### config.mk
export PLATFORM = sky130hd
export DESIGN_NAME = float_copro_seq_flat
export DESIGN_NICKNAME = d
export VERILOG_FILES = /design/src/rtl/float_copro_seq_pkg.sv /design/src/rtl/float_copro_seq_if.sv /design/src/rtl/float_copro_seq_status.sv /design/src/rtl/float_copro_seq.sv /design/src/flat_wrapper.sv
export SDC_FILE = /design/constraint.sdc
export NUM_CORES = 1
export LEC_CHECK = 0
export ABC_AREA = 1
export CAP_MARGIN = 15
export CORE_AREA = 2 2 110 112
export CTS_BUF_LIST = sky130_fd_sc_hd__clkbuf_16
export DETAILED_ROUTE_END_ITERATION = 12
export DIE_AREA = 0 0 112 114
export PLACE_DENSITY = 0.8
export SLEW_MARGIN = 20
export SYNTH_ARGS = -nofsm -noshare
export SYNTH_HDL_FRONTEND = slang
export SYNTH_HIERARCHICAL = 1
export SYNTH_SLANG_ARGS = --single-unit
### constraint.sdc
create_clock -name clk_i -period 2.1 [get_ports clk_i]
set_input_delay 0.525 -clock clk_i [delete_from_list [all_inputs] [get_ports clk_i]]
set_output_delay 0.525 -clock clk_i [all_outputs]
set_load 0.1 [all_outputs]
### src/rtl/float_copro_seq_pkg.sv
// Shared types, opcodes, status-word layout and IEEE <-> internal float
// conversion for the float coprocessor sequencer.
package float_pack;

  // Internal format keeps the IEEE exponent bias, so NE stays at 8.
  localparam int NE = 8;
  localparam int NM = 16;
  localparam int FW = NE + NM + 1;

  typedef struct packed {
    logic          sign;
    logic [NE-1:0] exp;
    logic [NM-1:0] man;
  } float_t;

  typedef enum logic [1:0] {ST_IDLE, ST_ISSUE, ST_WAIT, ST_DONE} state_e;

  localparam logic [2:0] OP_ADD  = 3'd0;
  localparam logic [2:0] OP_SUB  = 3'd1;
  localparam logic [2:0] OP_MUL  = 3'd2;
  localparam logic [2:0] OP_DIV  = 3'd3;
  localparam logic [2:0] OP_STAT = 3'd4;
  localparam logic [2:0] OP_CLR  = 3'd5;

  localparam logic [NE-1:0] EXP_SAT = {{(NE-1){1'b1}}, 1'b0};

  function automatic logic [31:0] pack_status(input logic illegal, input logic dropped,
                                              input logic divz, input logic ovf,
                                              input logic [15:0] count);
    return {illegal, dropped, divz, ovf, 12'b0, count};
  endfunction

  // Denormals flush to signed zero, Inf/NaN saturate to the largest finite value.
  function automatic float_t ieee_to_float(input logic [31:0] v);
    float_t f;
    logic   unused_lsbs;
    unused_lsbs = ^v[22-NM:0];
    f.sign = v[31];
    if (v[30:23] == 8'h00) begin
      f.exp = '0;
      f.man = '0;
    end else if (v[30:23] == 8'hFF) begin
      f.exp = EXP_SAT;
      f.man = '1;
    end else begin
      f.exp = v[30:23];
      f.man = v[22 -: NM];
    end
    return f;
  endfunction

  function automatic logic [31:0] float_to_ieee(input float_t f);
    if (f.exp == '1) return {f.sign, 8'hFE, 23'h7FFFFF};
    return {f.sign, f.exp, f.man, {(23-NM){1'b0}}};
  endfunction

  function automatic logic is_sat(input float_t f);
    return (f.exp == '1) || ((f.exp == EXP_SAT) && (f.man == '1));
  endfunction

endpackage

### src/rtl/float_copro_seq_if.sv
// CPU-side request/response bundle of the float coprocessor sequencer.
interface float_copro_seq_if;
  logic        start_i;
  logic [2:0]  opcode_i;
  logic [31:0] dataa_i;
  logic [31:0] datab_i;
  logic        done_o;
  logic [31:0] result_o;
  logic        busy_o;

  modport master (output start_i, opcode_i, dataa_i, datab_i,
                  input  done_o, result_o, busy_o);
  modport slave  (input  start_i, opcode_i, dataa_i, datab_i,
                  output done_o, result_o, busy_o);
endinterface

### src/rtl/float_copro_seq_status.sv
// Sticky status flags plus the arithmetic completion counter; a clear
// overrides any set or count step landing in the same cycle.
module float_copro_seq_status
  import float_pack::*;
(
  input  logic        clk_i,
  input  logic        rst_i,
  input  logic        set_illegal_i,
  input  logic        set_dropped_i,
  input  logic        set_divz_i,
  input  logic        set_ovf_i,
  input  logic        clear_i,
  input  logic        count_i,
  output logic [31:0] status_o
);
  logic [3:0]  flags_q, flags_d;
  logic [15:0] op_count_q, op_count_d;

  always_comb begin
    flags_d    = flags_q | {set_illegal_i, set_dropped_i, set_divz_i, set_ovf_i};
    op_count_d = op_count_q + {15'b0, count_i};
    if (clear_i) begin
      flags_d    = '0;
      op_count_d = '0;
    end
  end

  always_ff @(posedge clk_i) begin
    if (rst_i) begin
      flags_q    <= '0;
      op_count_q <= '0;
    end else begin
      flags_q    <= flags_d;
      op_count_q <= op_count_d;
    end
  end

  assign status_o = pack_status(flags_q[3], flags_q[2], flags_q[1], flags_q[0], op_count_q);

endmodule

### src/rtl/float_copro_seq.sv
// Sequencer between a CPU strobe interface and an external float datapath:
// converts operands, issues one operation at a time and tracks sticky status.
module float_copro_seq
  import float_pack::*;
#(
  parameter int LAT_ADD = 2,
  parameter int LAT_MUL = 3,
  parameter int LAT_DIV = 8
) (
  input  logic             clk_i,
  input  logic             rst_i,
  float_copro_seq_if.slave bus,
  output logic [1:0]       dp_op_o,
  output logic [FW-1:0]    dp_a_o,
  output logic [FW-1:0]    dp_b_o,
  output logic             dp_valid_o,
  input  logic [FW-1:0]    dp_result_i
);
  localparam int LAT_AM  = (LAT_ADD > LAT_MUL) ? LAT_ADD : LAT_MUL;
  localparam int LAT_MAX = (LAT_AM > LAT_DIV) ? LAT_AM : LAT_DIV;
  localparam int CNT_W   = (LAT_MAX > 2) ? $clog2(LAT_MAX) : 1;

  state_e          state_q, state_d;
  logic [CNT_W-1:0] cnt_q, cnt_d;
  logic [1:0]      op_q, op_d;
  float_t          a_q, a_d, b_q, b_d, a_conv, b_conv;
  logic [31:0]     result_q, result_d, status;
  logic            arith_q, arith_d;
  logic            set_illegal, set_dropped, set_divz, set_ovf, clr_stat, count_inc;

  function automatic logic [CNT_W-1:0] lat_load(input logic [1:0] op);
    case (op)
      2'd2:    return CNT_W'(LAT_MUL - 1);
      2'd3:    return CNT_W'(LAT_DIV - 1);
      default: return CNT_W'(LAT_ADD - 1);
    endcase
  endfunction

  assign a_conv = ieee_to_float(bus.dataa_i);
  assign b_conv = ieee_to_float(bus.datab_i);

  always_comb begin
    state_d     = state_q;
    cnt_d       = cnt_q;
    op_d        = op_q;
    a_d         = a_q;
    b_d         = b_q;
    result_d    = result_q;
    arith_d     = arith_q;
    set_illegal = 1'b0;
    set_dropped = bus.start_i && (state_q != ST_IDLE);
    set_divz    = 1'b0;
    set_ovf     = 1'b0;
    clr_stat    = 1'b0;
    count_inc   = 1'b0;
    case (state_q)
      ST_IDLE: begin
        if (bus.start_i) begin
          state_d = ST_DONE;
          arith_d = !bus.opcode_i[2];
          if (!bus.opcode_i[2]) begin
            state_d  = ST_ISSUE;
            op_d     = bus.opcode_i[1:0];
            a_d      = a_conv;
            b_d      = b_conv;
            set_divz = (bus.opcode_i == OP_DIV) && (b_conv.exp == '0) && (b_conv.man == '0);
          end else if (bus.opcode_i == OP_STAT) begin
            result_d = status;
          end else if (bus.opcode_i == OP_CLR) begin
            result_d = '0;
            clr_stat = 1'b1;
          end else begin
            result_d    = '0;
            set_illegal = 1'b1;
          end
        end
      end
      ST_ISSUE: begin
        cnt_d   = lat_load(op_q);
        state_d = ST_WAIT;
      end
      ST_WAIT: begin
        if (cnt_q == '0) begin
          result_d = float_to_ieee(dp_result_i);
          set_ovf  = is_sat(dp_result_i);
          state_d  = ST_DONE;
        end else begin
          cnt_d = cnt_q - CNT_W'(1);
        end
      end
      ST_DONE: begin
        count_inc = arith_q;
        state_d   = ST_IDLE;
      end
      default: state_d = ST_IDLE;
    endcase
  end

  always_ff @(posedge clk_i) begin
    if (rst_i) begin
      state_q  <= ST_IDLE;
      cnt_q    <= '0;
      op_q     <= '0;
      a_q      <= '0;
      b_q      <= '0;
      result_q <= '0;
      arith_q  <= 1'b0;
    end else begin
      state_q  <= state_d;
      cnt_q    <= cnt_d;
      op_q     <= op_d;
      a_q      <= a_d;
      b_q      <= b_d;
      result_q <= result_d;
      arith_q  <= arith_d;
    end
  end

  float_copro_seq_status u_status (
    .clk_i         (clk_i),
    .rst_i         (rst_i),
    .set_illegal_i (set_illegal),
    .set_dropped_i (set_dropped),
    .set_divz_i    (set_divz),
    .set_ovf_i     (set_ovf),
    .clear_i       (clr_stat),
    .count_i       (count_inc),
    .status_o      (status)
  );

  assign bus.done_o   = (state_q == ST_DONE);
  assign bus.busy_o   = (state_q != ST_IDLE);
  assign bus.result_o = result_q;
  assign dp_valid_o   = (state_q == ST_ISSUE);
  assign dp_op_o      = op_q;
  assign dp_a_o       = a_q;
  assign dp_b_o       = b_q;

endmodule
### src/flat_wrapper.sv
// flat-port wrapper written by rule: the top's interface ports become plain ports
module float_copro_seq_flat import float_pack::*;
#(
  parameter int LAT_ADD = 2,
  parameter int LAT_MUL = 3,
  parameter int LAT_DIV = 8
)
  (clk_i, rst_i, dp_op_o, dp_a_o, dp_b_o, dp_valid_o, dp_result_i, bus_start_i, bus_opcode_i, bus_dataa_i, bus_datab_i, bus_done_o, bus_result_o, bus_busy_o);
  float_copro_seq_if bus_i ();
  input  logic clk_i;
  input  logic rst_i;
  output logic [1:0] dp_op_o;
  output logic [FW-1:0] dp_a_o;
  output logic [FW-1:0] dp_b_o;
  output logic dp_valid_o;
  input  logic [FW-1:0] dp_result_i;
  input wire logic [$bits(bus_i.start_i)-1:0] bus_start_i;
  input wire logic [$bits(bus_i.opcode_i)-1:0] bus_opcode_i;
  input wire logic [$bits(bus_i.dataa_i)-1:0] bus_dataa_i;
  input wire logic [$bits(bus_i.datab_i)-1:0] bus_datab_i;
  output wire logic [$bits(bus_i.done_o)-1:0] bus_done_o;
  output wire logic [$bits(bus_i.result_o)-1:0] bus_result_o;
  output wire logic [$bits(bus_i.busy_o)-1:0] bus_busy_o;
  assign bus_i.start_i = bus_start_i;
  assign bus_i.opcode_i = bus_opcode_i;
  assign bus_i.dataa_i = bus_dataa_i;
  assign bus_i.datab_i = bus_datab_i;
  assign bus_done_o = bus_i.done_o;
  assign bus_result_o = bus_i.result_o;
  assign bus_busy_o = bus_i.busy_o;
  float_copro_seq #(.LAT_ADD(LAT_ADD), .LAT_MUL(LAT_MUL), .LAT_DIV(LAT_DIV)) u_core (.clk_i(clk_i), .rst_i(rst_i), .bus(bus_i), .dp_op_o(dp_op_o), .dp_a_o(dp_a_o), .dp_b_o(dp_b_o), .dp_valid_o(dp_valid_o), .dp_result_i(dp_result_i));
endmodule
==> results <==
[layout make-up]
| cell class | instances | area, µm² |
|---|---|---|
| multi-input combinational | 572 | 2540 |
| clock buffer | 9 | 225 |
| tap | 147 | 184 |
| inverter | 81 | 304 |
| timing repair buffer | 186 | 1700 |
| sequential | 110 | 2200 |
| clock inverter | 7 | 58.8 |
| fill | 1071 | 4500 |
[report_power, final]
group | switching [mW] | internal [mW]
registers | 0.227 | 2.51
clock network | 0.759 | 0.909
logic | 4.27 | 1.35
[worst max path at each step]
stage,start,to,slack (ns),depth (start not counted)
after global placement,bus_start_i,u_core/dp_a_o[11],0.06,7
final,u_core/state_q[0],bus_busy_o,0.20,4
after CTS,u_core/state_q[0],bus_busy_o,0.18,4
after global routing,u_core/state_q[0],u_core/u_status/op_count_q[10],0.03,10
after detailed placement,bus_start_i,u_core/dp_a_o[9],0.04,7
after floorplan,u_core/state_q[0],u_core/u_status/op_count_q[12],0.12,13
[sequential cells by signal, summed over array words and instances (netlist names)]
| register | flops |
|---|---|
| u_core/dp_op_o | 2 |
| u_core/dp_b_o | 25 |
| u_core/u_status/op_count_q | 16 |
| u_core/u_status/flags_q | 4 |
| u_core/bus.result_o | 32 |
| u_core/state_q | 2 |
| u_core/arith_q | 1 |
| u_core/dp_a_o | 25 |
| u_core/cnt_q | 3 |
[worst max-delay path, cell delays in order (launching register included)]
cell	delay [ns]
dfxtp_1	0.39
inv_1	0.08
ha_1	0.28
inv_2	0.11
buf_12	0.17
[cell usage after synthesis, drive strengths merged]
cell | number | area share
buf | 28 | 0.037
o21ai | 78 | 0.075
dfxtp | 110 | 0.42
a31oi | 1 | 0.0012
a21oi | 45 | 0.043
clkbuf | 17 | 0.012
inv | 80 | 0.057
conb | 1 | 0.00071
o22ai | 1 | 0.0012
nor3 | 3 | 0.0050
ha | 8 | 0.019
a211oi | 1 | 0.0024
clkinv | 1 | 0.00071
xor2 | 1 | 0.0017
o21bai | 1 | 0.0021
nor4 | 2 | 0.0024
o21a | 2 | 0.0029
nand4 | 2 | 0.0024
nand2 | 232 | 0.17
nor2 | 167 | 0.13
or2 | 1 | 0.0012
nand3b | 2 | 0.0029
nand3 | 13 | 0.012
[through the flow]
stage / area, µm² / std cells / utilization / hold slack (ns)
floorplan: 5310 / 808 / - / 0.439
global placement: 6930 / 1096 / 0.591 / 0.453
detailed placement: 6930 / 1096 / 0.591 / 0.456
CTS: 7210 / 1112 / 0.616 / 0.467
global route: 7210 / 1112 / 0.616 / 0.488
finish: 7210 / 1112 / 0.616 / 0.466
[cell families (layout without fill, tap and decap cells)]
group / count (synthesis) / after routing / synth area share
fa+ha+maj: 8 / 8 / 0.0190
simple gates: 422 / 422 / 0.326
flops: 110 / 110 / 0.419
buf+inv: 126 / 283 / 0.107
xor+xnor: 1 / 1 / 0.00166
other cells: 1 / 12 / 0.000713
compound gates: 129 / 129 / 0.127
[layer usage]
metal | up-vias | share of wire | GRT usage
met2 | 124 | 0.46 | 0.370
met5 | - | 0 | 0
met4 | 0 | 0.040 | 0.113
met3 | 38 | 0.037 | 0.0276
li1 | 2769 | - | -
met1 | 2270 | 0.46 | 0.270
==> metrics.cfg <==
[global_route]
grt_overflow = 0
groute.usage.overall = 0.217
grt_pass1_wl_um = 22800
grt_pass1_vias = 4986
grt_max_degree = 58
antenna_found_initial = 0

[cells_and_area]
drive_gt1_frac = 0.153
syn_to_final_growth_pct = 37.1
layout_commonest_cell = nand2_1
final_cell_mix = nand2_1 (226), nor2_1 (156), dfxtp_1 (110), buf_4 (98), clkdlybuf4s50_1 (80)
nets = 1063
diodes = 0

[cts]
tritoncts = done
clockRootBuffer = clkbuf_16
htree_levels = 3
clkTransAtPathRegs_ns = 0.07
clk_latency_ns = 0.35
cts_repair_resize_count = 0
hold_buffers = 0
cts_setup_buffers = 0
clockBufferDepth = 2
cts.sinks = 110
numCtsBuffers = 9

[sta]
fmax_ghz = 0.525
rsz0062_at_grt = false
setup_tns_ns = 0
hold_violations = 0
setup_viol = 0
drv_slew = 0
setup_ws_ns = 0.196
fin_crit_sh = 0.907
finalCriticalPeriod_ns = 1.90
fin_skew_ns = 0.00898

[die]
die_w_um = 112
io_pins = 182
rows = 40
fp.coreArea_mm2 = 0.0117
die-area_mm2 = 0.0128
start_util = 0.449
die_h_um = 114

[critical_path]
worstSetupPathType = reg -> out
cp.required_ns = 1.57
worstSetupEndpointType = output pin
r2r_start = u_core/state_q[0]
reg2reg_slack_ns = 0.26
r2r_cells = 9
critPathArrivalTime_ns = 1.38
r2r_end = u_core/bus.result_o[2]
critPathMaxFanout = 6
start_kind = flip-flop

[yosys]
syn_inst = 797
synth-seq-cells = 110
synth.distinct_cells = 33
synth-seq-area-share = 0.419
syn_area_mm2 = 0.00526
syn_area_per_cell_um2 = 6.60
ys_warn_count = 6

[place]
place.detailed.hpwl_um = 9740
portBuffers = 167
gp_congestion = 0.868
post-place-ws_ns = 0.0411

[power_and_ir_drop]
ir_worst_vdd_uv = 939
p_leak_nw = 3.49
p_per_area_mw_per_mm2 = 1390
p_total_mw = 10.0

[outcome]
run_status = completed

[route]
drtIter0Drc = 377
ant_nets = 0
routedWlPerCell_um = 12.2
via_count = 5201
drt_wl_total_um = 13600
firstDrtPassIters = 5
route.detailed.drc = 0
viasPerCell = 4.68

[worst_hold_path]
min_delay_path_depth = 2
min_from = u_core/dp_a_o[1]
hp-class = reg -> reg
whs_endpoint = u_core/dp_a_o[1]

[flow_run]
drv_cap = 0

(Power assumes the default switching activity.)
